`config.mk`:
```
export PLATFORM = sky130hd
export DESIGN_NAME = his_peak_reader
export DESIGN_NICKNAME = d
export VERILOG_FILES = /design/src/rtl/his_peak_reader_pkg.sv /design/src/rtl/his_peak_reader_argmax_acc.sv /design/src/rtl/his_peak_reader.sv
export SDC_FILE = /design/constraint.sdc
export NUM_CORES = 1
export LEC_CHECK = 0
export ABC_CLOCK_PERIOD_IN_PS = 4000
export CORE_UTILIZATION = 50
export CTS_CLUSTER_SIZE = 24
export DETAILED_ROUTE_END_ITERATION = 10
export GPL_TIMING_DRIVEN = 0
export HOLD_SLACK_MARGIN = 0.1
export PLACE_DENSITY = 0.77
export SETUP_SLACK_MARGIN = 0.2
export SYNTH_ARGS = -nofsm -noshare
export SYNTH_HDL_FRONTEND = slang
export SYNTH_SLANG_ARGS = --single-unit
```
`constraint.sdc`:
```
create_clock -name clk -period 4 [get_ports clk]
set_input_delay 1.2 -clock clk [delete_from_list [all_inputs] [get_ports clk]]
set_output_delay 1.2 -clock clk [all_outputs]
set_load 0.005 [all_outputs]
```
`src/rtl/his_peak_reader_pkg.sv`:
```
// Shared constants and state encoding for the histogram peak reader.
package his_peak_reader_pkg;

  localparam int NB        = 6;
  localparam int BIN_NUM   = 1 << NB;
  localparam int PIXEL_NUM = 4;
  localparam int PIX_W     = 2;
  localparam int CNT_W     = 16;
  localparam int MIN_CNT   = 2;
  localparam int ADDR_W    = PIX_W + NB;

  typedef enum logic [2:0] {
    ST_IDLE  = 3'd0,
    ST_SCAN  = 3'd1,
    ST_DRAIN = 3'd2,
    ST_OUT   = 3'd3,
    ST_DONE  = 3'd4
  } state_t;

  // A peak counts as a hit once it reaches the minimum count.
  function automatic logic is_hit(input logic [CNT_W-1:0] cnt);
    return cnt >= CNT_W'(MIN_CNT);
  endfunction

endpackage

```
`src/rtl/his_peak_reader_argmax_acc.sv`:
```
// Running argmax over one pixel histogram. max_bin/max_cnt already include
// the sample presented this cycle, so the owner can capture the final
// result on the same edge that retires the last bin.
module his_argmax_acc
  import his_peak_reader_pkg::*;
(
  input  logic             clk,
  input  logic             res,
  input  logic             start,
  input  logic             in_valid,
  input  logic [NB-1:0]    in_bin,
  input  logic [CNT_W-1:0] in_cnt,
  output logic [NB-1:0]    max_bin,
  output logic [CNT_W-1:0] max_cnt
);

  logic [NB-1:0]    bin_q;
  logic [CNT_W-1:0] cnt_q;
  logic             take;

  // Strictly greater only, so ties keep the lowest bin seen first.
  assign take    = in_valid && (in_cnt > cnt_q);
  assign max_bin = take ? in_bin : bin_q;
  assign max_cnt = take ? in_cnt : cnt_q;

  // Running max register, cleared at every pixel start.
  always_ff @(posedge clk) begin
    if (res || start) begin
      bin_q <= '0;
      cnt_q <= '0;
    end else if (take) begin
      bin_q <= in_bin;
      cnt_q <= in_cnt;
    end
  end

endmodule

```
`src/rtl/his_peak_reader.sv`:
```
// Read side of the ping-pong histogram RAM: scans each pixel's histogram,
// clears every bin behind the read, and emits one peak record per pixel.
module his_peak_reader
  import his_peak_reader_pkg::*;
(
  input  logic              clk,
  input  logic              res,
  input  logic              his_done,
  input  logic              his_sel,
  output logic              rd_en,
  output logic              rd_bank,
  output logic [ADDR_W-1:0] rd_addr,
  input  logic [CNT_W-1:0]  rd_data,
  output logic              clr_en,
  output logic [ADDR_W-1:0] clr_addr,
  output logic              peak_valid,
  input  logic              peak_ready,
  output logic [PIX_W-1:0]  peak_pix,
  output logic [NB-1:0]     peak_bin,
  output logic [CNT_W-1:0]  peak_cnt,
  output logic              peak_hit,
  output logic              busy,
  output logic              overrun
);

  state_t            state;
  logic [PIX_W-1:0]  pix_q;
  logic [NB-1:0]     bin_q;
  logic              last_pix;
  logic              acc_start;

  logic              vld_p1;
  logic [ADDR_W-1:0] addr_p1;

  logic [NB-1:0]     max_bin;
  logic [CNT_W-1:0]  max_cnt;

  assign last_pix  = (pix_q == PIX_W'(PIXEL_NUM - 1));
  assign acc_start = ((state == ST_IDLE) && his_done) ||
                     ((state == ST_OUT) && peak_ready && !last_pix);

  // Clearing the address just read keeps clr_en tied to a prior rd_en.
  assign clr_en   = vld_p1;
  assign clr_addr = addr_p1;

  // ---- stage p1: read data returns; compare and clear that address ----
  // Delay the read strobe/address by one cycle to line up with rd_data.
  always_ff @(posedge clk) begin
    if (res) begin
      vld_p1  <= 1'b0;
      addr_p1 <= '0;
    end else begin
      vld_p1  <= rd_en;
      addr_p1 <= rd_addr;
    end
  end

  his_argmax_acc u_acc (
    .clk      (clk),
    .res      (res),
    .start    (acc_start),
    .in_valid (vld_p1),
    .in_bin   (addr_p1[NB-1:0]),
    .in_cnt   (rd_data),
    .max_bin  (max_bin),
    .max_cnt  (max_cnt)
  );

  // Scan control: address generation, record handshake and status flags.
  always_ff @(posedge clk) begin
    if (res) begin
      state      <= ST_IDLE;
      pix_q      <= '0;
      bin_q      <= '0;
      rd_en      <= 1'b0;
      rd_bank    <= 1'b0;
      rd_addr    <= '0;
      peak_valid <= 1'b0;
      peak_pix   <= '0;
      peak_bin   <= '0;
      peak_cnt   <= '0;
      peak_hit   <= 1'b0;
      busy       <= 1'b0;
      overrun    <= 1'b0;
    end else begin
      // A new bank arriving before the scan finishes is dropped, but flagged.
      if (his_done && (state != ST_IDLE)) begin
        overrun <= 1'b1;
      end
      case (state)
        ST_IDLE: begin
          if (his_done) begin
            rd_bank <= his_sel;
            pix_q   <= '0;
            bin_q   <= '0;
            rd_en   <= 1'b1;
            rd_addr <= '0;
            busy    <= 1'b1;
            state   <= ST_SCAN;
          end
        end
        ST_SCAN: begin
          if (bin_q == NB'(BIN_NUM - 1)) begin
            rd_en <= 1'b0;
            state <= ST_DRAIN;
          end else begin
            bin_q   <= bin_q + NB'(1);
            rd_addr <= {pix_q, bin_q + NB'(1)};
          end
        end
        ST_DRAIN: begin
          peak_pix   <= pix_q;
          peak_bin   <= max_bin;
          peak_cnt   <= max_cnt;
          peak_hit   <= is_hit(max_cnt);
          peak_valid <= 1'b1;
          state      <= ST_OUT;
        end
        ST_OUT: begin
          if (peak_ready) begin
            peak_valid <= 1'b0;
            if (!last_pix) begin
              pix_q   <= pix_q + PIX_W'(1);
              bin_q   <= '0;
              rd_en   <= 1'b1;
              rd_addr <= {pix_q + PIX_W'(1), NB'(0)};
              state   <= ST_SCAN;
            end else begin
              state <= ST_DONE;
            end
          end
        end
        ST_DONE: begin
          busy  <= 1'b0;
          state <= ST_IDLE;
        end
        default: begin
          state <= ST_IDLE;
        end
      endcase
    end
  end

endmodule

```
==> results.md <==
- RR Endpoint: peak_cnt[8]
- Static leakage: 1.58 nW
- Clock share of power: 35.4%
- Reg2Reg Depth: 8
- DRC viols: 0
- Sequential power share: 47.3%
- Vias in the first global route: 2797
- Req. time, crit path: 4230 ps
- Via Count: 2866
- CTS Hold Bufs: 0
- Clk root buf: clkbuf_8
- Hold depth: 2
- Area share of xor/xnor cells in the synthesized design: 1.31%
- Post-Synth Adder-Cell Area: 6.74%
- CTS tree: built
- Clock sink total: 78
- IO Count: just under 70
- Gr usage total: between 20% and 30%
- Initial antenna violation count: 0
- Worst min path class: flip-flop to flip-flop
- WL final: just under 8000 um
- Die area: 7010 um2
- Slew Viols, Final: 0
- Reg clk slew, reported paths: 80 ps
- Async SR Flop Fraction: 0%
- Pwr dens: approximately 410 nW/um2
- Row count: 29
- Critical-path maximum fanout: 10
- Post-synth EDFFs: 0
- Die W: about 84 um
- Post-Place Worst Slack: about 200 ps
- Worst setup EP type: flip-flop
- Post-DR wirelength/cell: about 15 um
- Filler cells: 520
- Top-count cell post-synth: dfxtp_1
- Ant. Diodes: 0
- Core Region: 6390 um2
- Worst-Margin Slew: 924 ps
- Port bufs: 67
- Synth Flop Type: dfxtp_1
- Worst hold start: overrun
- Final period utilization: 87.0%
- CP Launch Type: primary input
- Area Overhead vs Synth: 29.4%
- Max-Cap Viols: 0
- Relative slew margins: 37.9%
- Compound-Gate Fraction of Synth Area: around 16%
- Final hold vios: 0
- Share of layout cells above drive strength 1: 6.52%
- Top cells by area, synth: dfxtp_1, mux2i_1, ha_1
- Total gr overflow: 0
- Mux cell area share after synthesis: 7.79%
- Switch share: a little over a quarter
- Fin crit period: around 3500 ps
- Die H: between 80 and 90 um
- Largest net degree at the start of global routing: 14
- Combinational group share of total power: between 10% and 20%
- Synth Instances: 362
- Nets: 479
- GPL Wtd Cong: approximately 0.86
- RSZ-0062 raised after global routing: no
- PostCTS Resize Cnt: 0
- Status: finished, final reports clean
- P_int: roughly 1.3 mW
- CTS Buf Count: 9
- Peak supply drop: 357 uV
- Fmax: 0.287 GHz
- Mapped cell area: 3340 um2
- WP data arrival: 3710 ps
- DR iter-0 viols: between 100 and 150
- Post-synth top cells: dfxtp_1, nor2_1, a21oi_1, o21ai_0, mux2i_1
- WS Path Type: primary input to flip-flop
- Reg-to-Reg Start: u_acc.cnt_q[14]
- Net Count, Synth: between 400 and 500
- Sequential fraction of the synthesis area: approximately 47%
- ANT nets after route: 0
- Final HPWL DP: 5990 um
- Clock skew: 8.32 ps
- First-pass GRT wire length: 13200 um
- R2r setup slk: 1480 ps
- Starting density of the core: between 50% and 60%
- H-tree depth: 3
- Largest family of logic cells by synthesized area: compound AO/OA/AOI/OAI gates
- Clock tree buffer depth: 2
- Final Setup Violations: 0
- Synth unique cells: 49
- Avg Cell Area, Syn: 9.23 um2
- Sw power: roughly 0.46 mW
- WHS Endpoint: overrun
- Final worst slack: just over 500 ps
- Post-CTS Setup Repair Bufs: 0
- Tot Pwr: approximately 1.8 mW
- Synth top area share: 46.8%
- Setup TNS: 0 ps
- Yosys reg bits: 78
- Largest area contributor in the netlist: dfxtp_1
- Yosys warns: 0
- DR pass1 iterations: 4
- Clk Latency, worst-skew pair: 350 ps
- Via density: around 5.5
- Post-synthesis simple-gate area fraction: between 10% and 20%
-- stage by stage --
step	hold slack, ps	cells	cell area (um2)	utilization (%)
finish	483	522	4320	67.7
global route	505	522	4320	67.7
CTS	496	522	4320	67.7
detailed placement	479	506	4110	64.3
global placement	469	506	4110	64.3
floorplan	456	362	3340	-
-- logic make-up (layout without fill, tap and decap cells) --
kind of cell,after synthesis,after routing
flops,78,78
fa+ha+maj,18,18
buf+inv,40,123
compound gates,93,93
xor+xnor,5,5
mux,26,26
simple gates,102,102
-- cell type report --
cell class	count	area (um2)	area share (%)
Buffer	22	133	3.07
Clock buffer	10	128	2.95
Clock inverter	6	86.3	2.00
Inverter	18	67.6	1.56
Multi-Input combinational cell	244	1580	36.5
Sequential cell	78	1560	36.1
Tap cell	77	96.3	2.23
Timing Repair Buffer	67	671	15.5
-- power by group through the flow --
| stage | sequential (mW) | combinational [mW] | clock (mW) |
|---|---|---|---|
| after global routing | 0.848 | 0.342 | 0.675 |
| after CTS | 0.843 | 0.310 | 0.639 |
| after detailed placement | 0.861 | 0.308 | 0 |
| after global placement | 0.861 | 0.304 | 0 |
| final | 0.843 | 0.310 | 0.632 |
| after floorplan | 0.857 | 0.168 | 0 |
-- placed cells by master (no fill, tap or decap), drive strengths merged, types with 3 or more instances in the layout --
master / n
nor2b: 12
nand2b: 3
a21oi: 42
clkbuf: 22
nor4: 6
xor2: 3
dfxtp: 78
nand2: 12
clkdlybuf4s50: 67
mux2i: 26
clkinv: 3
buf: 10
nand3: 4
inv: 18
nor2: 48
ha: 18
o21ai: 32
nand4: 7
-- flip-flops by register name, indices dropped and copies added (netlist names), 3 cells and up --
name,cells
state,3
peak_cnt,16
clr_addr,8
u_acc.bin_q,6
u_acc.cnt_q,16
bin_q,5
rd_addr,7
peak_bin,6
-- worst max-delay path: stages --
cell and delay, ps:
clkdlybuf4s50_1 500, ha_1 380, nand4_2 160, a2111o_1 450, a41oi_4 370, buf_8 210
mux2i_1 330, a21oi_1 100
-- metal layers --
metal / GRT usage (%) / routed length, um / vias to the layer above
met5: 0 / 0 / -
met4: 9.86 / 155 / 0
met3: 4.75 / 395 / 14
met2: 40.1 / 3840 / 78
met1: 28.7 / 3550 / 1346
li1: - / - / 1428
-- worst max-delay path by stage --
stage | from | to | slack, ps | depth (start not counted)
finish | rd_data[14] | peak_cnt[8] | 520 | 8
global route | rd_data[14] | peak_cnt[8] | 440 | 8
CTS | rd_data[14] | peak_cnt[8] | 550 | 8
detailed placement | rd_data[14] | peak_cnt[8] | 200 | 8
global placement | rd_data[1] | peak_cnt[8] | 260 | 9
floorplan | rd_data[1] | peak_cnt[10] | 1020 | 8
No activity file was read; power rests on OpenSTA's default activity.
